<file path="src/rtl/cond_unit.sv">
// Condition check and flag register for the Execute stage, plus the E->M control pipeline register.
// Latency: CondExE/BranchTakenE are combinational; M-stage controls and Flags update one clock after an enabled Execute cycle.
// Backpressure: EnM=0 stalls the stage, so Flags and every M-stage register hold regardless of FlushE or FlagWE.
module cond_unit (
  input  logic       clk,
  input  logic       reset,
  input  logic [3:0] CondE,
  input  logic [1:0] FlagWE,
  input  logic [3:0] ALUFlags,
  input  logic       PCSrcE,
  input  logic       RegWriteE,
  input  logic       MemWriteE,
  input  logic       MemtoRegE,
  input  logic       NoWriteE,
  input  logic       EnM,
  input  logic       FlushE,
  output logic       CondExE,
  output logic       BranchTakenE,
  output logic       PCSrcM,
  output logic       RegWriteM,
  output logic       MemWriteM,
  output logic       MemtoRegM,
  output logic [3:0] Flags
);

  // Architectural flag bits, named for readability in the decode.
  logic flag_n, flag_z, flag_c, flag_v;
  logic cond_pass;
  logic wr_nz, wr_cv;

  assign flag_n = Flags[3];
  assign flag_z = Flags[2];
  assign flag_c = Flags[1];
  assign flag_v = Flags[0];

  // Decode the condition field against the stored flags only; ALUFlags of
  // this cycle are deliberately not bypassed so the result stays registered-state based.
  always_comb begin
    cond_pass = 1'b0;
    case (CondE)
      4'b0000: cond_pass = flag_z;
      4'b0001: cond_pass = ~flag_z;
      4'b0010: cond_pass = flag_c;
      4'b0011: cond_pass = ~flag_c;
      4'b0100: cond_pass = flag_n;
      4'b0101: cond_pass = ~flag_n;
      4'b0110: cond_pass = flag_v;
      4'b0111: cond_pass = ~flag_v;
      4'b1000: cond_pass = flag_c & ~flag_z;
      4'b1001: cond_pass = ~flag_c | flag_z;
      4'b1010: cond_pass = (flag_n == flag_v);
      4'b1011: cond_pass = (flag_n != flag_v);
      4'b1100: cond_pass = ~flag_z & (flag_n == flag_v);
      4'b1101: cond_pass = flag_z | (flag_n != flag_v);
      4'b1110: cond_pass = 1'b1;
      4'b1111: cond_pass = 1'b0;
      default: cond_pass = 1'b0;
    endcase
  end

  // A bubble never passes its condition, which also blocks flag writes and
  // zeroes every gated control it would otherwise push into M.
  assign CondExE      = cond_pass & ~FlushE;
  assign BranchTakenE = PCSrcE & CondExE;

  // Flag halves are written independently and only when the stage advances.
  assign wr_nz = FlagWE[1] & CondExE & EnM;
  assign wr_cv = FlagWE[0] & CondExE & EnM;

  // Flag register: reset wins, otherwise each half loads from the ALU when enabled.
  always_ff @(posedge clk) begin
    if (reset) begin
      Flags <= 4'b0000;
    end else begin
      if (wr_nz) Flags[3:2] <= ALUFlags[3:2];
      if (wr_cv) Flags[1:0] <= ALUFlags[1:0];
    end
  end

  // E->M control register: loads gated controls on advance, holds on stall.
  always_ff @(posedge clk) begin
    if (reset) begin
      PCSrcM    <= 1'b0;
      RegWriteM <= 1'b0;
      MemWriteM <= 1'b0;
      MemtoRegM <= 1'b0;
    end else if (EnM) begin
      PCSrcM    <= BranchTakenE;
      RegWriteM <= RegWriteE & CondExE & ~NoWriteE;
      MemWriteM <= MemWriteE & CondExE;
      MemtoRegM <= MemtoRegE & CondExE;
    end
  end

endmodule

</file>
<file path="config.mk">
export PLATFORM = sky130hd
export DESIGN_NAME = cond_unit
export DESIGN_NICKNAME = d
export VERILOG_FILES = /design/src/rtl/cond_unit.sv
export SDC_FILE = /design/constraint.sdc
export NUM_CORES = 1
export LEC_CHECK = 0
export CORE_UTILIZATION = 40
export DETAILED_ROUTE_END_ITERATION = 12
export PLACE_DENSITY_LB_ADDON = 0.05
export SKIP_CTS_REPAIR_TIMING = 1
export SYNTH_ARGS = -nofsm -noshare
export SYNTH_HDL_FRONTEND = slang
export SYNTH_SLANG_ARGS = --single-unit
</file>
<file path="constraint.sdc">
create_clock -name clk -period 3.9 [get_ports clk]
set_input_delay 1.17 -clock clk [delete_from_list [all_inputs] [get_ports clk]]
set_output_delay 1.17 -clock clk [all_outputs]
set_load 0.01 [all_outputs]
</file>
* Word level (Yosys, flattened, before mapping)
Index checks and enable logic that the tools add are counted.
Cells by class: mux-type cells 1, reductions and logical operators 1, bitwise operators 20, equal/unequal tests 17
Operators with widths (number):
- $eq A4 B4 Y1 const B | 8
- $eq A4 B3 Y1 const B | 4
- $pmux W1 S16 | 1
- $and A1 B1 Y1 | 12
- $eq A4 B2 Y1 const B | 2
- $not A1 Y1 | 6
- $eq A4 B1 Y1 const B | 1
- $logic_not A4 Y1 | 1
- $or A1 B1 Y1 | 2
- $eq A1 B1 Y1 | 1
- $ne A1 B1 Y1 | 1
Word-level totals: logic and storage cells 45, register bits after elaboration 8, output and inout bits 10

* Logic depth before layout (Yosys ltp)
depth after elaboration 6, gate-level depth with buffers 7

* Worst setup path before layout
Ideal clock, no wire load.
path type input -> output, start point in CondE[0], end point out BranchTakenE, setup slack 0.394 ns, arrival 2.336 ns, stages on the path 7, path through buf_4 nor2_1 nand2_1 a221oi_1 nor3_1 mux2i_1 and3_1
On the way: longest elaborated chain between the ends 4, elaborated cells on any way between the ends 19, those cells by class eq/ne (15); mux (1); bitwise (2); reduce/logical (1)
Ends and longest elaborated chain:
- start: declaration | RTL line 7 | input logic [3:0] CondE,
- $eq A4 B4 Y1 (tied with other cells) | RTL line 40 | case (CondE)
- $pmux W1 S16 * | RTL line 40
- $and A1 B1 Y1 * | RTL line 63 | assign CondExE = cond_pass & ~FlushE;
- $and A1 B1 Y1 * | RTL line 64 | assign BranchTakenE = PCSrcE & CondExE;
- end: declaration | RTL line 18 | output logic BranchTakenE,
Every way passes the cells marked *; elsewhere a longest branch is shown, timed or not.

* Worst setup path after layout
Same ends and word-level chain as after synthesis.

==> flow_summary.toml <==
[run_status]
status = "complete, no violations"

[sta]
rsz0062_at_grt = "no"
clock.fmax_ghz = 0.273
period_needed_ns = 3.67
skew_ns = 0.00107
max_slew_margin = 0.739
final.period_utilization = 0.940
tns_ns = 0
worst_hold_slack_ns = 0.496
worst_pin_slew_ns = 0.391
finalSetupViolCount = 0
final_max_slew_viol_count = 0
hold_violations = 0

[critical_path]
crit_family = "buffers and inverters"
critPathLaunch = "CondE[0]"
end_kind = "output pin"
path_class = "in2out"
critical_path_buf_inv_count = 3
cp_data_required_time_ns = 2.73
critPathLaunchType = "primary input"
rr_worst_depth = 7
endpoint = "BranchTakenE"
critPathArrivalTime_ns = 2.50
critPathMaxFanout = 6
r2r_end = "Flags[0]"
slowest_stage = "mux2i_1"
timing.rr.start = "Flags[2]"
critPathMostFrequentCell = "dlymetal6s2s_1"
rrSetupSlack_ns = 2.10
path_depth = 8
max_stage_delay_ns = 0.21
cp_cell_sequence = "dlymetal6s2s_1 > buf_4 > and3b_1 > a211oi_2 > a21oi_1 > mux2i_1 > and3_1 > dlymetal6s2s_1"

[synth]
synthMuxAreaShare = 0.0945
syn_avg_cell_area_sq_um = 8.36
netlist.area_leader.share = 0.252
synth_top_area_cell = "dfxtp_1"
yosysUniqueCellTypes = 33
synth_xor_area_frac = 0.0413
synth_warnings = 0
synth_compound_area_frac = 0.177
synth_simple_gate_area_frac = 0.370
synth_top_family_by_area = "simple AND/OR/NAND/NOR gates"
syn_nets = 95
synthAdderAreaFrac = 0
netlist_instances = 76
syn_area_sq_um = 636
synth_seq_area_share = 0.252
ys_top_cells_by_area = "dfxtp_1, nand2b_1, mux2i_1"
synth_seq_cells = 8

[power_and_ir_drop]
p_leak_nw = 0.429
power.switching_w = 0.0000614
peakVddDrop_v = 0.000171
switching_share = 0.272
power.internal_w = 0.000165
p_clk_frac = 0.285
p_total_w = 0.000226
combPwrFrac = 0.334
p_seq_frac = 0.381
power_density_nw_per_um2 = 221

[placement]
placed_cell_area_sq_um = 962
dp_hpwl_mm = 1.22
port_buffers = 28
gp_congestion = 0.818

[finish]
final_common_cell = "clkdlybuf4s50_1"
diodes = 0
seqCellArea_sq_um = 160
drive_above_1_share = 0.198
areaGrowthSynthToFinish_pct = 61.0
design_area_sq_um = 1020
mostFrequentLayoutCells = "clkdlybuf4s50_1, nand2b_1, dfxtp_1, buf_4, mux2i_1"
utilization = 0.687
layout.nets = 132
fill_cells = 130
multi_input_area_sq_um = 453

[drt]
wl_per_cell_um = 11.7
drt_iter0_drc = 10
vias = 677
drc_errors = 0
drtPass1Iterations = 3
routed_wl_mm = 1.49
vias_per_cell = 5.33
ant_nets = 0

[floorplan]
pin_count = 29
die_y_um = 41.9
die_w_um = 41.9
initial_core_util = 0.427
dieArea_sq_um = 1750
core_area_sq_um = 1490
rows = 14

[global_route]
grt_pass1_vias = 604
grt_max_degree = 14
gr-usage-all-layers = 0.200
grt_overflow = 0
antenna_found_initial = 0
grt_pass1_wl_mm = 2.64

[clocking]
cts_buffers = 3
cts_tree = "built"
path_clk_slew_ns = 0.05
cts_sinks = 8
clk_path_buf_depth = 2
htreeDepth = 1
cts_root_buffer = "clkbuf_4"
clock_latency_ns = 0.25

[worst_hold_path]
hold_path_class = "reg2reg"

[flow_run]
drv_cap = 0
-- registers in the layout, summed over array words and instances, names as in the netlist --
signal and cells:
MemWriteM 1, Flags 4, MemtoRegM 1, PCSrcM 1, RegWriteM 1
-- layer usage --
metal,part of all wire,vias up,GRT usage
li1,-,345,-
met1,0.46,309,0.270
met2,0.46,18,0.294
met3,0.053,5,0.0391
met4,0.024,0,0.116
met5,0,-,0
-- logic make-up (layout without fill, tap and decap cells) --
kind of cell              Yosys count  in the layout
muxes                               6              6
xor gates and xnor gates            3              3
and+or+nand+nor                    38             38
DFF                                 8              8
buffers and inverters               8             43
AOI/OAI and AO/OA                  13             13
-- power groups by stage --
stage / Sequential (W) / Combinational, W / Clock [W]
final: 0.0000862 / 0.0000754 / 0.0000643
after CTS: 0.0000862 / 0.0000727 / 0.0000664
after global routing: 0.0000865 / 0.0000827 / 0.0000726
after detailed placement: 0.0000879 / 0.0000726 / 0
after floorplan: 0.0000887 / 0.0000331 / 0
after global placement: 0.0000878 / 0.0000713 / 0
-- stage by stage --
step | cells | worst slack [ns]
after floorplan | 76 | 0.394
after global placement | 123 | -0.486
final | 127 | 0.235
after global routing | 127 | 0.142
after detailed placement | 123 | -0.558
after CTS | 126 | -0.587
-- layout make-up --
class / count / share of cell area
Timing Repair Buffer: 36 / 0.345
Multi-Input combinational cell: 60 / 0.443
Tap cell: 16 / 0.0196
Clock buffer: 3 / 0.0220
Inverter: 4 / 0.0147
Sequential cell: 8 / 0.156
-- worst min path at each step --
stage / startpoint / endpoint / slack (ns) / cells past startpoint
6_report: RegWriteM / RegWriteM / 0.50 / 2
5_1_grt: RegWriteM / RegWriteM / 0.52 / 2
4_1_cts: RegWriteM / RegWriteM / 0.50 / 2
3_5_place_dp: RegWriteM / RegWriteM / 0.49 / 2
3_3_place_gp: RegWriteM / RegWriteM / 0.48 / 2
2_1_floorplan: RegWriteM / RegWriteM / 0.50 / 2
-- worst reg2reg max path: cells and delay by family, from the launching register on --
family / cells / cell delay, ns
compound gates: 2 / 0.52
buf+inv: 1 / 0.13
flops: 1 / 0.43
mux: 1 / 0.22
simple gates: 3 / 0.42
-- Yosys cell counts (all sizes together) --
master  count
a221oi      1
o21ai       1
nand2       4
a31oi       3
a31o        1
nand4       3
and3b       1
nand3       2
or3b        3
nand2b     12
nor3b       1
o31ai       1
nand4b      1
nor3        2
and2        2
buf         2
inv         4
nor2        4
and3        1
dfxtp       8
mux2i       6
xnor2       2
clkbuf      2
xor2        1
or3         1
o32ai       2
nor2b       1
a21oi       3
a211oi      1
No activity file was read; power rests on OpenSTA's default activity.
